### src/rtl/game_sequencer.sv
// game_sequencer: central game-flow controller for the snake game.
// Paces snake steps from frame_start, judges wall/fruit collisions two cycles
// after each step, and owns lives, score and the IDLE/PLAY/HIT/OVER state.
// All datapath commands leave as registered one-cycle pulses.
// Optional build macro GAME_PAUSE_EN adds a pause_btn input that freezes pacing.
module game_sequencer #(
  parameter int FRAMES_PER_STEP = 4,
  parameter int MAX_LIVES       = 3,
  parameter int HIT_HOLD_FRAMES = 60
) (
  input  logic        clk,
  input  logic        reset,
  input  logic        frame_start,
  input  logic        start_btn,
`ifdef GAME_PAUSE_EN
  input  logic        pause_btn,
`endif
  input  logic        wall_hit,
  input  logic        fruit_hit,
  input  logic [1:0]  fruit_type,
  output logic        move_step,
  output logic        respawn,
  output logic        fruit_ack,
  output logic        grow,
  output logic        shrink,
  output logic [2:0]  lives,
  output logic [15:0] score,
  output logic [1:0]  state
);

  typedef enum logic [1:0] {
    ST_IDLE = 2'b00,
    ST_PLAY = 2'b01,
    ST_HIT  = 2'b10,
    ST_OVER = 2'b11
  } state_t;

  localparam int FC_W = (FRAMES_PER_STEP > 1) ? $clog2(FRAMES_PER_STEP) : 1;
  localparam int HC_W = (HIT_HOLD_FRAMES > 1) ? $clog2(HIT_HOLD_FRAMES) : 1;
  localparam logic [FC_W-1:0] FC_LAST   = FC_W'(FRAMES_PER_STEP - 1);
  localparam logic [HC_W-1:0] HC_LAST   = HC_W'(HIT_HOLD_FRAMES - 1);
  localparam logic [2:0]      LIVES_MAX = 3'(MAX_LIVES);

  state_t            st_q, st_nxt;
  logic [2:0]        lives_q, lives_nxt;
  logic [15:0]       score_q, score_nxt;
  logic [FC_W-1:0]   fc_q, fc_nxt;
  logic [HC_W-1:0]   hc_q, hc_nxt;
  logic              move_q, move_nxt;
  logic              respawn_q, respawn_nxt;
  logic              ack_q, ack_nxt;
  logic              grow_q, grow_nxt;
  logic              shrink_q, shrink_nxt;
  logic              pend_q, pend_nxt;
  logic              start_prev;
  logic              start_edge;
  logic              step_due;
  logic              sample;
  logic              pace_en;
  // Check pipeline: a step issued in cycle T is judged in cycle T+2.
  logic              vld_p1, vld_p2;

  function automatic logic [15:0] sat_inc_score(input logic [15:0] v);
    return (v == 16'hFFFF) ? v : v + 16'd1;
  endfunction

  function automatic logic [2:0] sat_inc_lives(input logic [2:0] v);
    return (v >= LIVES_MAX) ? LIVES_MAX : v + 3'd1;
  endfunction

  assign start_edge = start_btn & ~start_prev;
  assign sample     = vld_p2 & (st_q == ST_PLAY);

`ifdef GAME_PAUSE_EN
  logic pause_prev, paused_q, paused_nxt, pause_edge;
  assign pause_edge = pause_btn & ~pause_prev;
  assign pace_en    = ~paused_q;
`else
  assign pace_en    = 1'b1;
`endif

  // Next-state and command-pulse decode for the game flow.
  always_comb begin
    st_nxt      = st_q;
    lives_nxt   = lives_q;
    score_nxt   = score_q;
    fc_nxt      = fc_q;
    hc_nxt      = hc_q;
    pend_nxt    = 1'b0;
    move_nxt    = 1'b0;
    respawn_nxt = 1'b0;
    ack_nxt     = 1'b0;
    grow_nxt    = 1'b0;
    shrink_nxt  = 1'b0;
    step_due    = 1'b0;
`ifdef GAME_PAUSE_EN
    // The pause flag only survives while the game stays in PLAY.
    paused_nxt  = (st_q == ST_PLAY) ? paused_q : 1'b0;
`endif
    case (st_q)
      ST_IDLE, ST_OVER: begin
        if (start_edge) begin
          st_nxt      = ST_PLAY;
          lives_nxt   = LIVES_MAX;
          score_nxt   = '0;
          fc_nxt      = '0;
          hc_nxt      = '0;
          respawn_nxt = 1'b1;
        end
      end
      ST_PLAY: begin
`ifdef GAME_PAUSE_EN
        if (pause_edge) paused_nxt = ~paused_q;
`endif
        // A step deferred last cycle (collided with fruit pulses) goes out now.
        step_due = pend_q;
        if (frame_start && pace_en) begin
          if (fc_q == FC_LAST) begin
            fc_nxt   = '0;
            step_due = 1'b1;
          end else begin
            fc_nxt   = fc_q + FC_W'(1);
          end
        end
        if (sample && wall_hit) begin
          // Wall wins over fruit; leaving PLAY drops any step due this cycle.
          hc_nxt = '0;
          if (lives_q > 3'd1) begin
            lives_nxt = lives_q - 3'd1;
            st_nxt    = ST_HIT;
          end else begin
            lives_nxt = '0;
            st_nxt    = ST_OVER;
          end
`ifdef GAME_PAUSE_EN
          paused_nxt = 1'b0;
`endif
        end else if (sample && fruit_hit) begin
          ack_nxt   = 1'b1;
          score_nxt = sat_inc_score(score_q);
          case (fruit_type)
            2'b01:   grow_nxt   = 1'b1;
            2'b10:   shrink_nxt = 1'b1;
            2'b11:   lives_nxt  = sat_inc_lives(lives_q);
            default: ;
          endcase
          // Keep move_step out of the fruit pulse cycle.
          pend_nxt = step_due;
        end else begin
          move_nxt = step_due;
        end
      end
      ST_HIT: begin
        if (frame_start) begin
          if (hc_q == HC_LAST) begin
            hc_nxt      = '0;
            fc_nxt      = '0;
            respawn_nxt = 1'b1;
            st_nxt      = ST_PLAY;
          end else begin
            hc_nxt      = hc_q + HC_W'(1);
          end
        end
      end
      default: ;
    endcase
  end

  // State, counters, pulse outputs and check pipeline registers.
  always_ff @(posedge clk) begin
    if (reset) begin
      st_q       <= ST_IDLE;
      lives_q    <= LIVES_MAX;
      score_q    <= '0;
      fc_q       <= '0;
      hc_q       <= '0;
      move_q     <= 1'b0;
      respawn_q  <= 1'b0;
      ack_q      <= 1'b0;
      grow_q     <= 1'b0;
      shrink_q   <= 1'b0;
      pend_q     <= 1'b0;
      start_prev <= 1'b1;
      vld_p1     <= 1'b0;
      vld_p2     <= 1'b0;
`ifdef GAME_PAUSE_EN
      pause_prev <= 1'b1;
      paused_q   <= 1'b0;
`endif
    end else begin
      st_q       <= st_nxt;
      lives_q    <= lives_nxt;
      score_q    <= score_nxt;
      fc_q       <= fc_nxt;
      hc_q       <= hc_nxt;
      move_q     <= move_nxt;
      respawn_q  <= respawn_nxt;
      ack_q      <= ack_nxt;
      grow_q     <= grow_nxt;
      shrink_q   <= shrink_nxt;
      pend_q     <= pend_nxt;
      start_prev <= start_btn;
      vld_p1     <= move_q;
      vld_p2     <= vld_p1;
`ifdef GAME_PAUSE_EN
      pause_prev <= pause_btn;
      paused_q   <= paused_nxt;
`endif
    end
  end

  assign move_step = move_q;
  assign respawn   = respawn_q;
  assign fruit_ack = ack_q;
  assign grow      = grow_q;
  assign shrink    = shrink_q;
  assign lives     = lives_q;
  assign score     = score_q;
  assign state     = st_q;

endmodule

### config.mk
export PLATFORM = sky130hd
export DESIGN_NAME = game_sequencer
export DESIGN_NICKNAME = d
export VERILOG_FILES = /design/src/rtl/game_sequencer.sv
export SDC_FILE = /design/constraint.sdc
export NUM_CORES = 1
export LEC_CHECK = 0
export ABC_AREA = 1
export CORE_ASPECT_RATIO = 1.25
export CORE_MARGIN = 2
export CORE_UTILIZATION = 58
export DETAILED_ROUTE_END_ITERATION = 7
export GPL_TIMING_DRIVEN = 0
export PLACE_DENSITY_LB_ADDON = 0.15
export SETUP_SLACK_MARGIN = 0.2
export SYNTH_ARGS = -nofsm -noshare
export SYNTH_HDL_FRONTEND = slang
export SYNTH_SLANG_ARGS = --single-unit
### constraint.sdc
create_clock -name clk -period 2.7 [get_ports clk]
set_input_delay 0.54 -clock clk [delete_from_list [all_inputs] [get_ports clk]]
set_output_delay 0.54 -clock clk [all_outputs]
set_load 0.01 [all_outputs]
-- After elaboration in Yosys (flattened, before gate mapping)
Cells that the tools add are included.
- memories kept: 0
- memory bits (read-only): 0
- memory bits (writable): 0
- bits of input ports: 8
- output and inout port bits: 26
- bits in latches: 0
- bits in registers: 38
- multiply operators: 0
- equality and inequality tests: 19
- multiplexer cells: 38
- shift operators: 0
- reduce and logical (&&, ||, !) cells: 13
- bitwise logic cells: 5
- add/sub/neg operators: 5
- div/mod/pow operators: 0
- magnitude comparators: 2
- operators with widths (cell ; number):
    $mux 16 ; 4
    $pmux 16 s2 ; 1
    $mux 6 ; 4
    $mux 2 ; 9
    $mux 3 ; 6
    $pmux 6 s3 ; 1
    $add 16x1->16 const B ; 1
    $eq 16x16->1 const B ; 1
    $ne 2x2->1 const B ; 6
    $pmux 2 s3 ; 2
    $reduce_and 4->1 ; 3
    $eq 2x2->1 const B ; 5
    $mux 1 ; 9
    $reduce_or 4->1 ; 2
    $add 6x1->6 const B ; 1
    $eq 6x6->1 const B ; 1
    $ne 3x1->1 const B ; 2
    $pmux 3 s2 ; 1
    $reduce_and 5->1 ; 1
    $eq 2x1->1 const B ; 2
    $ne 2x1->1 const B ; 2
    $add 3x1->3 const B ; 1
    $ge 3x2->1 const B ; 1
    $gt 3x1->1 const B ; 1
    11 further kinds ; 15

-- Depth between registers and ports, before layout
- depth after elaboration: 6
- depth in mapped cells: 10
- depth with buffers taken out: 10

-- Worst setup path after synthesis
Ideal clock, no wire load.
- kind: reg-to-reg
- start point: reg st_q[0] (netlist: state[0])
- end point: reg score_q[11] (netlist: score[11])
- cell stages (with the launch flop): 9
- setup slack: 0.888 ns
- required time: 2.586 ns
- period minus slack after synthesis: 1.812 ns
- arrival: 1.698 ns
- cells stage by stage: dfxtp_1 > inv_1 > ha_1 > or2_4 > a21oi_4 > nand3_4 > buf_6 > o21bai_2 > nor2_1
- cells in the longest elaborated chain, start to end: 5
- elaborated cells between the ends (all ways): 14
- those cells by class: eq/ne: 6; mux: 1; bitwise: 1; reduce/logical: 6
- ends and longest elaborated chain (element ; line ; RTL):
    start: declaration ; 44 ; state_t st_q, st_nxt;
    start signal: assignment ; 191 ; st_q <= st_nxt;
    $eq 2x1->1 ; 72, 100 ;
    $and 1x1->1 ; 72 ; assign sample = vld_p2 & (st_q == ST_PLAY);
    $logic_and 1x1->1, on equally long branches ; 138, 125 ;
    $ne 2x1->1 (no line) or $ne 2x2->1 (tied branches) ; -- ;
    $reduce_and 5->1 (no line) ; -- ;
    end signal: assignment ; 193 ; score_q <= score_nxt;
    end: declaration ; 46 ; logic [15:0] score_q, score_nxt;
Parallel ways exist; a longest one is shown, timed or not.
A chain may end at the register's enable or synchronous reset.

-- Worst setup path after layout
- start point: reg st_q[1] (netlist: state[1])
- end point: reg score_q[9] (netlist: score[9])
The elaborated chain is that of the path after synthesis.

==> qor.txt <==
Status: completed
Relative slew slack: 65.9%
Warnings from Yosys: 0
Layout Nets: 399
Via density: 5.37
Tot GR Track Use: 25.9%
Initial antenna violation count: 0
XOR/XNOR share of the synthesized area: 0.783%
Largest family of logic cells by synthesized area: simple AND/OR/NAND/NOR gates
Yosys cell types: 33
Reg clk slew, reported paths: 80 ps
Post-placement cell count: 415
Sequential standard cell area: 761 µm²
WP buf/inv: 3
Clk sink count: 38
Core region area: 3750 µm²
Area grow syn2layout: 21.5%
Multiplexer area fraction after synthesis: 0%
Smallest hold slack: 417 ps
CP max stage cell: dfxtp_1
Row count: 25
Primary FF master, synth: dfxtp_1
Wirelength per Cell: 12.4 µm
Filler cell count: 335
CTS tree: built
Top cell type's share of synthesized area: 34.0%
Gate Count Post-Synth: 343
Port bufs: 32
# DRC: 0
Mapped Area: 2240 µm²
Cts repair resizes: 0
Crit path required time: 2900 ps
Sequential area share after synthesis: 34.0%
Worst Path Max Fanout: 10
Unrepaired setup endpoints after global routing: no
Tot Pwr: 1300 µW
Post-Synth Adder-Cell Area: 5.03%
Post-route design area: 2720 µm²
Layout Skew: 8.67 ps
Drt first pass iters: 5
Worst skew pair latency: 290 ps
Gp weighted congestion: 0.914
First-pass GRT wire length: 8780 µm
H-Tree Level Count: 2
Worst-margin pin slew: 512 ps
LEAKAGE: 0.00118 µW
Congestion Overflow GR: 0
Critical Path End Type: flop
Commonest cells post-synth: nand2_1 (90), inv_1 (54), nor2_1 (47)
Final setup fails: 0
DRT iter0 DRCs: 149
Delay-heaviest family, CP: simple AND/OR/NAND/NOR gates
Fmax achieved: 507 MHz
Max stage delay on crit path: 350 ps
Post-synthesis register bit count: 38
Final period utilization: 73.1%
Post-route ant nets: 0
Crit path launch type: flop
DIE AREA: 4370 µm²
Most common cell in the synthesized netlist: nand2_1
CTS Buffer Depth: 2
Synth Area in Compound Gates: 11.5%
CP Class: reg -> reg
Largest net degree at the start of global routing: 12
Simple-Gate Fraction of Synth Area: 37.1%
Power Density: 477 nW/µm²
Arr. time, crit path: 2170 ps
DPL Wire Length: 3830 µm
Die Y: 73.4 µm
Leading post-synthesis cells by cell area: dfxtp_1 (34%), nand2_1 (15%), inv_1 (9.1%)
Final WL: 5260 µm
Hold crit path type: reg -> reg
Multi-input gate area: 1220 µm²
Max cap viols: 0
Post-CTS Setup Bufs: 0
Net Count, Synth: 360
CTS Root Cell: clkbuf_8
CTS buffer count: 5
Die X-Extent: 59.6 µm
Placed cell area: 2610 µm²
Vias in the first global route: 2,096
EDFF count, synth: 0
Cell mode on critical path: buf_2
Hold_buf cts: 0
Endpoints failing hold: 0
N_diodes: 0
Syn Area/Cell: 6.52 µm²
Crit path time final: 1970 ps
Ports: 34
Cells along the critical path: inv_1 -> ha_1 -> buf_2 -> nand3_1 -> nand2_2 -> buf_2 -> nand4_1 -> nand2_1 -> nor2_1
Post-layout instance count excluding filler cells: 423
Vias: 2,270
Pins Over Slew Limit: 0
VDD IR max: 0.000448 V
Setup TNS Final: 0 ps
Dominant cell type by area after synthesis: dfxtp_1
Initial cell density of the core: 59.6%
Async S/R FF share, synth: 0%
Layout cells sized above 1: 6.79%
[per-stage QoR]
| step | setup slack [ps] | util (%) |
|---|---|---|
| global placement | 523 | 69.5 |
| finish | 726 | 72.4 |
| global route | 603 | 72.4 |
| floorplan | 888 | - |
| detailed placement | 504 | 69.5 |
| CTS | 746 | 72.4 |
[final cells by class]
| class | instances | area share, % |
|---|---|---|
| Clock buffer | 8 | 4.05 |
| Timing Repair Buffer | 32 | 11.8 |
| Tap cell | 40 | 1.84 |
| Buffer | 9 | 1.93 |
| Inverter | 55 | 7.60 |
| Sequential cell | 38 | 28.0 |
| Multi-Input combinational cell | 241 | 44.8 |
[per-layer routing]
| layer | vias to the layer above | wire length [µm] | global-route usage (%) |
|---|---|---|---|
| li1 | 1171 | - | - |
| met1 | 1008 | 2340 | 31.3 |
| met2 | 74 | 2510 | 42.7 |
| met3 | 17 | 251 | 5.28 |
| met4 | 0 | 159 | 13.8 |
| met5 | - | 0 | 0 |
[path summary, 6_finish.rpt]
check | from | cells after the start | slack (ps) | endpoint
setup / recovery | state[1] | 9 | 730 | score[9]
hold / removal | vld_p1 | 2 | 420 | vld_p2
setup reg to reg | state[1] | 9 | 730 | score[9]
hold reg to reg | vld_p1 | 2 | 420 | vld_p2
[cells in the final DEF, fill, tap and decap left out]
cell and n:
o21bai_1 2, nor2_1 47, dfxtp_1 38, ha_1 9, xnor2_1 1, nand3_4 1, o21ai_0 13, inv_2 1
nand4_1 21, a211oi_1 1, nor2_2 1, nand3b_1 1, clkbuf_1 3, clkbuf_8 8, buf_6 2, a21oi_2 3
o21bai_2 2, xor2_1 1, o21a_1 1, or2_4 1, clkdlybuf4s50_1 32, nand3_2 1, nor3_1 5, nand3_1 18
and2_1 1, buf_2 3, inv_1 54, o211ai_1 2, nand2_2 1, or2_2 1, buf_1 1, a21oi_4 1
a21o_1 1, a21oi_1 15, nand2_1 90
[worst reg2reg max path, cell delays in order (launching register included)]
cell	delay, ps
dfxtp_1	350
inv_1	70
ha_1	190
buf_2	270
nand3_1	220
nand2_2	250
buf_2	250
nand4_1	140
nand2_1	100
nor2_1	50
[report_power, final]
group	internal (µW)	total [µW]	switching [µW]
sequential	576	593	16.9
combinational	92.7	241	148
clock	258	462	204
total	927	1300	369
[kinds of logic (layout without fill, tap and decap cells)]
group	count (synthesis)	in the layout
AND/OR/NAND/NOR	189	189
buffers and inverters	64	104
flip-flops	38	38
AO/OA/AOI/OAI	41	41
XOR/XNOR	2	2
adder cells (fa/ha/maj)	9	9
[registers in the layout, indices dropped and copies added, names as in the netlist]
name / count
pend_q: 1
move_step: 1
vld_p1: 1
state: 2
fruit_ack: 1
grow: 1
score: 16
lives: 3
respawn: 1
hc_q: 6
fc_q: 2
vld_p2: 1
shrink: 1
start_prev: 1
No activity file was read; power rests on OpenSTA's default activity.
